--- config.mk ---
export PLATFORM = sky130hd
export DESIGN_NAME = scene_sequencer
export DESIGN_NICKNAME = d
export VERILOG_FILES = /design/src/rtl/scene_sequencer.sv
export SDC_FILE = /design/constraint.sdc
export NUM_CORES = 1
export LEC_CHECK = 0
export BUFFER_PORTS_ARGS = -buffer_cell sky130_fd_sc_hd__buf_2
export CORE_ASPECT_RATIO = 0.6
export CORE_UTILIZATION = 55
export CTS_CLUSTER_DIAMETER = 30
export DETAILED_ROUTE_END_ITERATION = 7
export PLACE_DENSITY = 0.76
export SETUP_SLACK_MARGIN = 0.3
export SYNTH_ARGS = -nofsm -noshare
export SYNTH_HDL_FRONTEND = slang
export SYNTH_SLANG_ARGS = --single-unit
--- constraint.sdc ---
create_clock -name Clk -period 5.9 [get_ports Clk]
set_input_delay 1.77 -clock Clk [delete_from_list [all_inputs] [get_ports Clk]]
set_output_delay 1.77 -clock Clk [all_outputs]
set_load 0.01 [all_outputs]
--- src/rtl/scene_sequencer.sv ---
// rtl/scene_sequencer.sv - game scene controller with key-edge decode, battle return scene and frame-timed fade
module scene_sequencer #(
    parameter int          KEY_W           = 16,
    parameter logic [7:0]  START_KEY       = 8'h28,
    parameter logic [7:0]  ESC_KEY         = 8'h29,
    parameter int          FRAMES_PER_STEP = 2
) (
    input  logic             Clk,
    input  logic             Reset,
    input  logic [KEY_W-1:0] keycode,
    input  logic             vs,
    input  logic             door_hit,
    input  logic             encounter,
    input  logic             battle_over,
    output logic             intro,
    output logic             map,
    output logic             enterECEB,
    output logic             battle,
    output logic [3:0]       fade,
    output logic             busy,
    output logic             scene_changed
);

    localparam int         NKEYS  = KEY_W / 8;
    localparam logic [7:0] FPS_M1 = 8'(FRAMES_PER_STEP - 1);

    typedef enum logic [1:0] {S_INTRO, S_MAP, S_ECEB, S_BATTLE} scene_t;
    typedef enum logic [1:0] {T_IDLE, T_OUT, T_IN} xfer_t;

    xfer_t            state_q, state_d;
    scene_t           scene_q, scene_d, ret_q, ret_d, target_q, target_d;
    logic [3:0]       fade_q, fade_d;
    logic [7:0]       cnt_q, cnt_d;
    logic             chg_q, chg_d;
    logic [KEY_W-1:0] key_q;
    logic             vs_q;

    logic   tick, esc_press, start_press, trig;
    scene_t trig_scene;

    // Empty slots (8'h00) never count as a key, so a zero code always reports absent.
    function automatic logic has_key(input logic [KEY_W-1:0] kc, input logic [7:0] k);
        logic hit;
        hit = 1'b0;
        for (int i = 0; i < NKEYS; i++) begin
            if (kc[8*i +: 8] == k) hit = 1'b1;
        end
        return hit && (k != 8'h00);
    endfunction

    assign tick        = vs_q && !vs;
    assign esc_press   = has_key(keycode, ESC_KEY) && !has_key(key_q, ESC_KEY);
    assign start_press = has_key(keycode, START_KEY) && !has_key(key_q, START_KEY);

    always_ff @(posedge Clk) begin
        if (Reset) begin
            state_q  <= T_IDLE;
            scene_q  <= S_INTRO;
            ret_q    <= S_MAP;
            target_q <= S_MAP;
            fade_q   <= 4'd15;
            cnt_q    <= 8'd0;
            chg_q    <= 1'b0;
            key_q    <= '0;
            vs_q     <= 1'b0;
        end else begin
            state_q  <= state_d;
            scene_q  <= scene_d;
            ret_q    <= ret_d;
            target_q <= target_d;
            fade_q   <= fade_d;
            cnt_q    <= cnt_d;
            chg_q    <= chg_d;
            key_q    <= keycode;
            vs_q     <= vs;
        end
    end

    always_comb begin
        state_d    = state_q;
        scene_d    = scene_q;
        ret_d      = ret_q;
        target_d   = target_q;
        fade_d     = fade_q;
        cnt_d      = cnt_q;
        chg_d      = 1'b0;
        trig       = 1'b0;
        trig_scene = scene_q;
        case (state_q)
            T_IDLE: begin
                if (scene_q != S_INTRO && esc_press) begin
                    trig = 1'b1; trig_scene = S_INTRO;
                end else begin
                    case (scene_q)
                        S_INTRO: if (start_press) begin trig = 1'b1; trig_scene = S_MAP; end
                        S_MAP: begin
                            if (door_hit) begin trig = 1'b1; trig_scene = S_ECEB; end
                            else if (encounter) begin
                                trig = 1'b1; trig_scene = S_BATTLE; ret_d = S_MAP;
                            end
                        end
                        S_ECEB: begin
                            if (door_hit) begin trig = 1'b1; trig_scene = S_MAP; end
                            else if (encounter) begin
                                trig = 1'b1; trig_scene = S_BATTLE; ret_d = S_ECEB;
                            end
                        end
                        S_BATTLE: if (battle_over) begin trig = 1'b1; trig_scene = ret_q; end
                    endcase
                end
                if (trig) begin
                    target_d = trig_scene;
                    cnt_d    = 8'd0;
                    state_d  = T_OUT;
                end
            end
            T_OUT: if (tick) begin
                if (cnt_q == FPS_M1) begin
                    cnt_d  = 8'd0;
                    fade_d = fade_q - 4'd1;
                    // Scene swaps while the screen is fully black.
                    if (fade_q == 4'd1) begin
                        scene_d = target_q;
                        chg_d   = 1'b1;
                        state_d = T_IN;
                    end
                end else begin
                    cnt_d = cnt_q + 8'd1;
                end
            end
            T_IN: if (tick) begin
                if (cnt_q == FPS_M1) begin
                    cnt_d  = 8'd0;
                    fade_d = fade_q + 4'd1;
                    if (fade_q == 4'd14) state_d = T_IDLE;
                end else begin
                    cnt_d = cnt_q + 8'd1;
                end
            end
            default: state_d = T_IDLE;
        endcase
    end

    always_comb begin
        intro         = (scene_q == S_INTRO);
        map           = (scene_q == S_MAP);
        enterECEB     = (scene_q == S_ECEB);
        battle        = (scene_q == S_BATTLE);
        fade          = fade_q;
        busy          = (state_q != T_IDLE);
        scene_changed = chg_q;
    end

endmodule

==> results of run 1 <==
-- per-layer routing --
layer	routed length, um	GRT usage	share of wire	vias up
met3	205	0.06168	0.051	4
met5	0	0	0	-
li1	-	-	-	840
met2	1497	0.2740	0.38	42
met1	2257	0.3372	0.57	712
met4	23	0.07143	0.0058	0
-- tightest hold or removal path, stage by stage, from the launching register on --
cell and delay (ns):
dfxtp_1 0.32, o21ai_0 0.07, a21oi_1 0.06
-- per-stage QoR --
step                      instance area (um2)  hold WS (ns)  instances  setup WS (ns)
after floorplan                          2038        0.4511        220          2.333
after global placement                   2223        0.4761        290          2.047
after detailed placement                 2223        0.4717        290          1.994
after CTS                                2330        0.4863        298          2.277
after global routing                     2330        0.5097        298          2.087
final                                    2330        0.4899        298          2.272
-- cells by family (layout without fill, tap and decap cells) --
kind of cell | count (synthesis) | count (layout)
adder cells (fa/ha/maj) | 14 | 14
XOR/XNOR | 4 | 4
AO/OA/AOI/OAI | 41 | 41
AND/OR/NAND/NOR | 96 | 96
multiplexers | 7 | 7
buffers and inverters | 20 | 53
flip-flops | 38 | 38
-- area by class of cell --
type                       instances  area, um2  share of cell area
clock buffer                       7      76.32             0.03276
clock inverter                     1      30.03             0.01289
inverter                          13      48.80             0.02095
multi-input combinational        162       1195              0.5129
sequential                        38      760.7              0.3265
tap                               45      56.30             0.02417
timing repair buffer              32      162.7             0.06982
-- power by group through the flow --
| stage | Clock [uW] | Combinational [uW] | Sequential, uW |
|---|---|---|---|
| 2_1_floorplan | 0 | 58.9 | 289 |
| 3_3_place_gp | 0 | 89.6 | 289 |
| 3_5_place_dp | 0 | 91.9 | 290 |
| 4_1_cts | 219 | 92.2 | 284 |
| 5_1_grt | 234 | 103 | 286 |
| 6_report | 215 | 91.4 | 284 |
-- sequential cells by signal, indices dropped and copies added, names as in the netlist --
register and flops:
scene_changed 1, scene_q 2, fade 4, state_q 2, target_q 2, cnt_q 8
ret_q 2, key_q 16, vs_q 1
-- cell usage in the layout, fill, tap and decap left out, types with 4 or more instances in the layout --
cell type / n
dfxtp_1: 38
buf_2: 31
nor2b_1: 24
nor2_1: 15
o21ai_0: 15
ha_1: 14
inv_1: 13
nand3_1: 12
nand2b_1: 11
a21oi_1: 7
mux2i_1: 6
nand2_1: 6
clkbuf_8: 5
or4_1: 4
and3_1: 4
-- how the worst min path moves through the flow --
| stage | start | endpoint | slack (ns) | cells past startpoint |
|---|---|---|---|---|
| 2_1_floorplan | target_q[0] | scene_q[0] | 0.45 | 2 |
| 3_3_place_gp | target_q[1] | target_q[1] | 0.48 | 2 |
| 3_5_place_dp | target_q[1] | target_q[1] | 0.47 | 2 |
| 4_1_cts | target_q[1] | target_q[1] | 0.49 | 2 |
| 5_1_grt | state_q[1] | state_q[1] | 0.51 | 2 |
| 6_report | target_q[1] | target_q[1] | 0.49 | 2 |
==> results_dict.tcl, run 1 <==
set metrics [dict create \
    start_kind "input pin" \
    cp_slowest_stage_delay_ns 0.60 \
    cts_sinks 38 \
    cts_root_buf "clkbuf_8" \
    leakage_uw 0.0009315 \
    yosys-top-cells-count "dfxtp_1 (38), nor2b_1 (24), nor2_1 (15), o21ai_0 (15), ha_1 (14)" \
    critPathTopFamily "simple AND/OR/NAND/NOR gates" \
    yosysMostFrequentCell "dfxtp_1" \
    layout.nets 288 \
    holdCritPathClass "reg2reg" \
    synth.area.top_cells "dfxtp_1 (37%), ha_1 (8.6%), nor2b_1 (7.4%)" \
    yosys.area_share.simple 0.2947 \
    fmax_ghz 0.2756 \
    antenna_left 0 \
    rsz0062_at_grt "no" \
    final.setup_skew_ns 0.005956 \
    yosys_warnings 0 \
    core_um2 3403 \
    finalCritPeriodShare 0.6149 \
    grt_overflow 0 \
    power_density_nw_per_um2 253.5 \
    rrSetupSlack_ns 3.24 \
    synth_top_family_by_area "simple AND/OR/NAND/NOR gates" \
    dieHeight_um 49.16 \
    ir_drop_mv 0.1582 \
    arrival_ns 3.83 \
    r2r_end "cnt_q[3]" \
    fill_cells 271 \
    crit_path_max_fanout 6 \
    cts.repair.resized 0 \
    wl_um 3985 \
    worst_slew_pin_slew_ns 0.7104 \
    drt_iter0_drc 101 \
    dieArea_um2 3961 \
    maxSlewHeadroom 0.5197 \
    synth_compound_area_frac 0.1535 \
    vias_per_cell 5.362 \
    synth_top_area_cell "dfxtp_1" \
    drt_pre_antenna_iters 4 \
    avgRoutedWirePerCell_um 13.37 \
    drive_gt1_frac 0.2016 \
    ys_seq_elements 38 \
    crit_path_end_kind "flop" \
    swShare 0.2602 \
    clock_latency_ns 0.29 \
    num_vias 1598 \
    numCtsBuffers 5 \
    grt_pass1_vias 1353 \
    slew_violations 0 \
    cpMaxStageDelayCell "or4_1" \
    syn_inst 220 \
    finish.utilization 0.6846 \
    crit_path_end "cnt_q[3]" \
    synth_top_area_frac 0.3732 \
    synth_ff_type "dfxtp_1" \
    muxShareOfSynthArea 0.03499 \
    hold_violations 0 \
    tns_ns 0 \
    cp.depth 7 \
    p_int_uw 436.9 \
    cts_buffer_depth 2 \
    startpoint "keycode[4]" \
    synth_cell_type_count 45 \
    syn_area_um2 2038 \
    row_count 16 \
    cts_tree "yes" \
    drc 0 \
    total_power_uw 590.5 \
    maxCapViolCount 0 \
    status "complete, no violations" \
    start_util 0.5989 \
    synthArstFlopShare 0 \
    gp_congestion 0.7767 \
    boundaryPins 32 \
    period_needed_ns 3.628 \
    dp_hpwl_um 2933 \
    clkPwrFrac 0.364 \
    diodes 0 \
    area_growth_pct 14.30 \
    synth_fa_ha_area_frac 0.08594 \
    htreeDepth 2 \
    p_comb_frac 0.155 \
    io_buffers 31 \
    power.switching_uw 153.6 \
    crit_type "in2reg" \
    post_cts_buffers 0 \
    worstPathCellList "buf_2 > nor4b_2 > nand3b_1 > a221oi_1 > nor4_1 > or4_1 > o32ai_4" \
    grt_max_degree 42 \
    setup_violations 0 \
    crit_buf_inv 1 \
    seq_power_share 0.481 \
    avgSynthCellArea_um2 9.265 \
    cts.clk_slew.worst_paths_ns 0.07 \
    grt.total_usage 0.2156 \
    antenna_found_initial 0 \
    syn-num-nets 256 \
    grt_pass1_wl_um 6403 \
    reg2reg_depth 8 \
    fp.dieW_um 80.59 \
    worstPathRequired_ns 6.10 \
    cts_hold_buf 0 \
    r2r-start "scene_q[0]" \
    synth_edf_count 0 \
    synthXorXnorAreaFrac 0.01719 \
    ys_seq_area_frac 0.3732 \
]
Power figures use the tool's default switching activity.
==> run 2: changes to the inputs <==
--- a/config.mk
+++ b/config.mk
@@ -5,12 +5,13 @@
 export SDC_FILE = /design/constraint.sdc
 export NUM_CORES = 1
 export LEC_CHECK = 0
+export ABC_AREA = 1
 export BUFFER_PORTS_ARGS = -buffer_cell sky130_fd_sc_hd__buf_2
 export CORE_ASPECT_RATIO = 0.6
 export CORE_UTILIZATION = 55
 export CTS_CLUSTER_DIAMETER = 30
 export DETAILED_ROUTE_END_ITERATION = 7
-export PLACE_DENSITY = 0.76
+export PLACE_DENSITY = 0.75
 export SETUP_SLACK_MARGIN = 0.3
 export SYNTH_ARGS = -nofsm -noshare
 export SYNTH_HDL_FRONTEND = slang
==> constraint.sdc (replaced) <==
create_clock -name Clk -period 3.5 [get_ports Clk]
set_input_delay 1.05 -clock Clk [delete_from_list [all_inputs] [get_ports Clk]]
set_output_delay 1.05 -clock Clk [all_outputs]
set_load 0.01 [all_outputs]
==> run 2 against run 1 <==
Wire length rose by 15%; clock-buffer cell count fell by 2; power rose to 2.5 times the previous value; global-route usage rose by 2.5 points; worst setup slack got worse by 1.1 ns; critical endpoint is now busy; largest cell class unchanged.
==> results_dict.tcl, run 2 <==
set metrics [dict create \
    core_um2 3722 \
    synth_ff_type "dfxtp_1" \
    final.setup_skew_ns 0.003363 \
    gp_congestion 0.8489 \
    grt_max_degree 31 \
    synth_edf_count 0 \
    antenna_found_initial 0 \
    worstPathRequired_ns 2.45 \
    final_common_cell "nand2_1" \
    wl_met2_um 1740 \
    largest_reg_flops 16 \
    synth_top_area_frac 0.3519 \
    cts_tree "yes" \
    largest-register "key_q" \
    synth.area.top_cells "dfxtp_1 (35%), nand2_1 (11%), inv_1 (9.0%)" \
    grt_overflow 0 \
    grt_pass1_wl_um 8059 \
    routed.top_layer "met4" \
    vias_per_cell 4.893 \
    dp_hpwl_um 3433 \
    cts.repair.resized 0 \
    io_buffers 31 \
    syn_area_um2 2162 \
    rsz0062_at_grt "no" \
    start_util 0.5808 \
    start_kind "flop" \
    ir_drop_mv 0.5070 \
    drt_iter0_drc 105 \
    ys_seq_area_frac 0.3519 \
    total_power_uw 1498 \
    final_cell_mix "nand2_1 (66), inv_1 (52), nor2_1 (51), dfxtp_1 (38), buf_2 (31)" \
    holdCritPathClass "reg2reg" \
    setup_violations 0 \
    leakage_uw 0.001175 \
    finalCritPeriodShare 0.6706 \
    clock_latency_ns 0.29 \
    syn_inst 318 \
    m1WireLength_um 2609 \
    place_area_um2 2350 \
    cts_hold_buf 0 \
    slew_violations 0 \
    grt.total_usage 0.2404 \
    grt_pass1_vias 1783 \
    row_count 17 \
    drc 0 \
    ys_seq_elements 38 \
    yosys-top-cells-count "nand2_1 (66), inv_1 (52), nor2_1 (51)" \
    avgSynthCellArea_um2 6.799 \
    synthArstFlopShare 0 \
    drt_pre_antenna_iters 4 \
    crit_path_end_kind "output pin" \
    dieArea_um2 4194 \
    worstPathCellList "inv_1 > ha_1 > inv_1 > buf_2" \
    cp_slowest_stage_delay_ns 0.33 \
    fmax_ghz 0.4261 \
    cpMaxStageDelayCell "dfxtp_1" \
    critPathTopFamily "buffers and inverters" \
    critPathMostFrequentCell "inv_1" \
    dieHeight_um 50.57 \
    dp.cells 392 \
    antenna_left 0 \
    maxSlewHeadroom 0.6052 \
    area_growth_pct 13.72 \
    yosys_warnings 0 \
    stdcell_count 400 \
    maxCapViolCount 0 \
    num_vias 1957 \
    layout.nets 388 \
    fill_cells 338 \
    boundaryPins 32 \
    design_area_um2 2459 \
    met3_length_um 223 \
    diodes 0 \
    hold_violations 0 \
    syn-num-nets 354 \
    period_needed_ns 2.347 \
    cts_sinks 38 \
    wl_um 4588 \
    synth_top_area_cell "dfxtp_1" \
    power_density_nw_per_um2 609.2 \
    cts.clk_slew.worst_paths_ns 0.08 \
    fp.dieW_um 82.94 \
    drive_gt1_frac 0.1445 \
    avgRoutedWirePerCell_um 11.47 \
    yosysMostFrequentCell "nand2_1" \
    tns_ns 0 \
    synth_cell_type_count 28 \
    status "complete, no violations" \
    crit_path_max_fanout 5 \
    cts_root_buf "clkbuf_8" \
    worst_slew_pin_slew_ns 0.5923 \
    crit_buf_inv 3 \
    crit_type "reg2out" \
    numCtsBuffers 5 \
    post_cts_buffers 0 \
    arrival_ns 1.30 \
    cts_buffer_depth 2 \
    htreeDepth 2 \
]
==> run 2: cell types whose count changed after synthesis, moves of 4 or more <==
| cell | previous run | this run |
|---|---|---|
| nand3_1 | 12 | 21 |
| nand2_1 | 6 | 66 |
| nor2_1 | 15 | 51 |
| nor2b_1 | 24 | 0 |
| inv_1 | 13 | 52 |
| or4_1 | 4 | 0 |
| o211ai_1 | 0 | 5 |
| clkbuf_1 | 6 | 2 |
| nand2b_1 | 11 | 0 |
| mux2i_1 | 6 | 0 |
| a21oi_1 | 7 | 18 |
| and3_1 | 4 | 0 |
==> run 2: kinds of logic (layout without fill, tap and decap cells) <==
| group | after synthesis | in the layout | share of synthesized area |
|---|---|---|---|
| simple gates | 162 | 162 | 0.3374 |
| buf+inv | 59 | 94 | 0.1094 |
| compound gates | 41 | 41 | 0.1042 |
| flops | 38 | 38 | 0.3519 |
| fa+ha+maj | 14 | 14 | 0.08102 |
| xor+xnor | 4 | 4 | 0.01621 |
==> run 2: worst paths after layout <==
| kind | slack [ns] | cells after the start | endpoint | from |
|---|---|---|---|---|
| worst max-delay path | 1.15 | 4 | busy | state_q[0] |
| worst min-delay path | 0.47 | 2 | ret_q[1] | ret_q[1] |
| worst max register to register | 1.59 | 9 | cnt_q[4] | scene_q[0] |
| worst min register to register | 0.47 | 2 | ret_q[1] | ret_q[1] |
==> run 2: tightest hold or removal path, cell delays in order (launching register included) <==
cell,delay [ns]
dfxtp_1,0.31
nand2_1,0.06
a21oi_1,0.05
==> run 2: per-stage QoR <==
| stage | setup slack (ns) | hold WS, ns | util |
|---|---|---|---|
| after floorplan | 1.459 | 0.4372 | - |
| after global placement | 1.138 | 0.4529 | 0.6313 |
| after detailed placement | 1.115 | 0.4581 | 0.6313 |
| after CTS | 1.154 | 0.4687 | 0.6605 |
| after global routing | 1.055 | 0.5063 | 0.6605 |
| final | 1.153 | 0.4706 | 0.6605 |
==> run 2: power by group <==
group / total, uW / switching (uW) / internal, uW
clock: 368 / 158 / 210
sequential: 560 / 69.2 / 491
combinational: 569 / 358 / 211
total: 1500 / 586 / 912
==> run 2: layer usage <==
metal / vias up / global-route usage
met3: 2 / 0.05428
met1: 828 / 0.3716
met2: 53 / 0.3333
met4: 0 / 0.05172
met5: - / 0
li1: 1074 / -
==> run 2: cell type report <==
class / count / area (um2) / share of cell area
clock buffers: 5 / 68.82 / 0.02799
well taps: 47 / 58.81 / 0.02392
multi-input cells: 221 / 1165 / 0.4738
flip-flops and latches: 38 / 760.7 / 0.3094
inverters: 54 / 202.7 / 0.08244
repair buffers: 32 / 162.7 / 0.06616
clock inverters: 3 / 40.04 / 0.01628
==> run 3: changes to the inputs <==
--- a/config.mk
+++ b/config.mk
@@ -5,13 +5,13 @@
 export SDC_FILE = /design/constraint.sdc
 export NUM_CORES = 1
 export LEC_CHECK = 0
-export ABC_AREA = 1
+export ABC_AREA = 0
 export BUFFER_PORTS_ARGS = -buffer_cell sky130_fd_sc_hd__buf_2
 export CORE_ASPECT_RATIO = 0.6
 export CORE_UTILIZATION = 55
 export CTS_CLUSTER_DIAMETER = 30
 export DETAILED_ROUTE_END_ITERATION = 7
-export PLACE_DENSITY = 0.75
+export PLACE_DENSITY = 0.76
 export SETUP_SLACK_MARGIN = 0.3
 export SYNTH_ARGS = -nofsm -noshare
 export SYNTH_HDL_FRONTEND = slang
==> constraint.sdc (replaced) <==
create_clock -name Clk -period 2.3 [get_ports Clk]
set_input_delay 0.69 -clock Clk [delete_from_list [all_inputs] [get_ports Clk]]
set_output_delay 0.69 -clock Clk [all_outputs]
set_load 0.01 [all_outputs]
==> run 3 against run 2 <==
The flow now finishes with violations (negative setup slack); register-to-register slack worse by 1.6 ns; hold slack better by 0.025 ns; clock-buffer cell count up 2; sequential cell count unchanged; worst setup slack worse by 1.2 ns.
==> results_dict.tcl, run 3 (synthesized netlist as in run 1, its figures left out) <==
set metrics [dict create \
    numCtsBuffers 5 \
    power.switching_uw 420.9 \
    finalCritPeriodShare 1.008 \
    period_needed_ns 2.319 \
    status "finished, violations left" \
    place_area_um2 2402 \
    fin_ws_ns -0.01919 \
    worst_slew_pin_slew_ns 0.3977 \
    grt_pass1_wl_um 7465 \
    drive_gt1_frac 0.3597 \
    tns_ns -0.01919 \
    num_vias 1744 \
    crit_path_max_fanout 6 \
    cts_tree "yes" \
    largest-register "key_q" \
    finish.utilization 0.7901 \
    start_util 0.5989 \
    dp_slack_ns -0.3156 \
    drc 0 \
    cts_sinks 38 \
    wl_met2_um 1863 \
    antenna_left 0 \
    clkPwrFrac 0.345 \
    slew_violations 0 \
    row_count 16 \
    final.setup_skew_ns 0.007670 \
    reg2reg_depth 9 \
    maxSlewHeadroom 0.7349 \
    total_power_uw 1594 \
    dp_hpwl_um 3311 \
    dieArea_um2 3961 \
    clock_latency_ns 0.28 \
    fp.dieW_um 80.59 \
    area_growth_pct 31.92 \
    wl_um 4506 \
    worstPathRequired_ns 2.50 \
    rsz0062_at_grt "yes" \
    swShare 0.2640 \
    drt_pre_antenna_iters 5 \
    avgRoutedWirePerCell_um 13.95 \
    drt_iter0_drc 147 \
    m1WireLength_um 2413 \
    cts_buffer_depth 2 \
    maxCapViolCount 0 \
    htreeDepth 2 \
    grt.total_usage 0.2478 \
    grt_overflow 0 \
    gp_congestion 0.8946 \
    ir_drop_mv 0.5887 \
    p_int_uw 1173 \
    diodes 0 \
    routed.top_layer "met3" \
    leakage_uw 0.001113 \
    violations "negative setup slack" \
    cts.clk_slew.worst_paths_ns 0.07 \
    fmax_ghz 0.4312 \
    core_um2 3403 \
    min_path_cells 2 \
    final_common_cell "dfxtp_1" \
    p_comb_frac 0.198 \
    crit_path_end_kind "flop" \
    boundaryPins 32 \
    io_buffers 31 \
    start_kind "input pin" \
    dieHeight_um 49.16 \
    grt_max_degree 41 \
    layout.nets 313 \
    crit_type "in2reg" \
    met3_length_um 229 \
    seq_power_share 0.457 \
    final_cell_mix "dfxtp_1 (34), buf_2 (29), nor2b_1 (24), buf_4 (20), nor2_1 (14)" \
    cts_root_buf "clkbuf_8" \
    largest_reg_flops 16 \
    holdCritPathClass "reg2reg" \
    grt_pass1_vias 1572 \
    antenna_found_initial 0 \
    vias_per_cell 5.399 \
    power_density_nw_per_um2 592.9 \
    arrival_ns 2.52 \
    design_area_um2 2689 \
    hold_violations 0 \
    setup_violations 1 \
]
-- run 3: power by group through the flow --
stage	registers (uW)	clock network (uW)	logic [uW]
3_5_place_dp	743	0	270
3_3_place_gp	741	0	261
5_1_grt	734	591	350
4_1_cts	728	559	296
6_report	729	549	316
2_1_floorplan	742	0	160
-- run 3: path summary, 6_finish.rpt --
check             startpoint         end  slack, ns
hold reg to reg   state_q[1]  state_q[1]       0.50
hold / removal    state_q[1]  state_q[1]       0.50
setup reg to reg  scene_q[1]    cnt_q[3]       0.01
setup / recovery  keycode[9]    cnt_q[3]      -0.02
-- run 3: final cells by class --
class                      instances  area [um2]
fill                             242       714.4
inverter                          13       48.80
multi-input combinational        162        1326
clock inverter                     1       30.03
sequential                        38       765.7
clock buffer                       7       76.32
tap                               45       56.30
timing repair buffer              57       385.4
-- run 3: repair_timing --
item | 4_1_cts | 5_1_grt
setup buffers | 4 | 3
gates resized for setup | 18 | 16
hold buffers | 0 | 0
endpoints found under the setup margin | 19 | 22
pin swaps | 4 | 7
-- run 3: per-stage QoR --
stage                     std cells  hold WS (ns)
after floorplan                 220        0.4511
after global placement          308        0.4669
after detailed placement        308        0.4864
after CTS                       320        0.4968
after global routing            323        0.5196
final                           323        0.4955
-- run 3: critical path: stages --
cell      delay [ns]
buf_6           0.10
nor4_4          0.28
nand4_1         0.21
a221oi_4        0.36
nor4_2          0.08
or4_1           0.42
buf_6           0.16
o32ai_4         0.22
-- run 3: per-layer routing --
| layer | GRT usage | vias up |
|---|---|---|
| met3 | 0.06168 | 0 |
| met4 | 0.05655 | 0 |
| li1 | - | 894 |
| met5 | 0 | - |
| met1 | 0.3844 | 800 |
| met2 | 0.3376 | 50 |
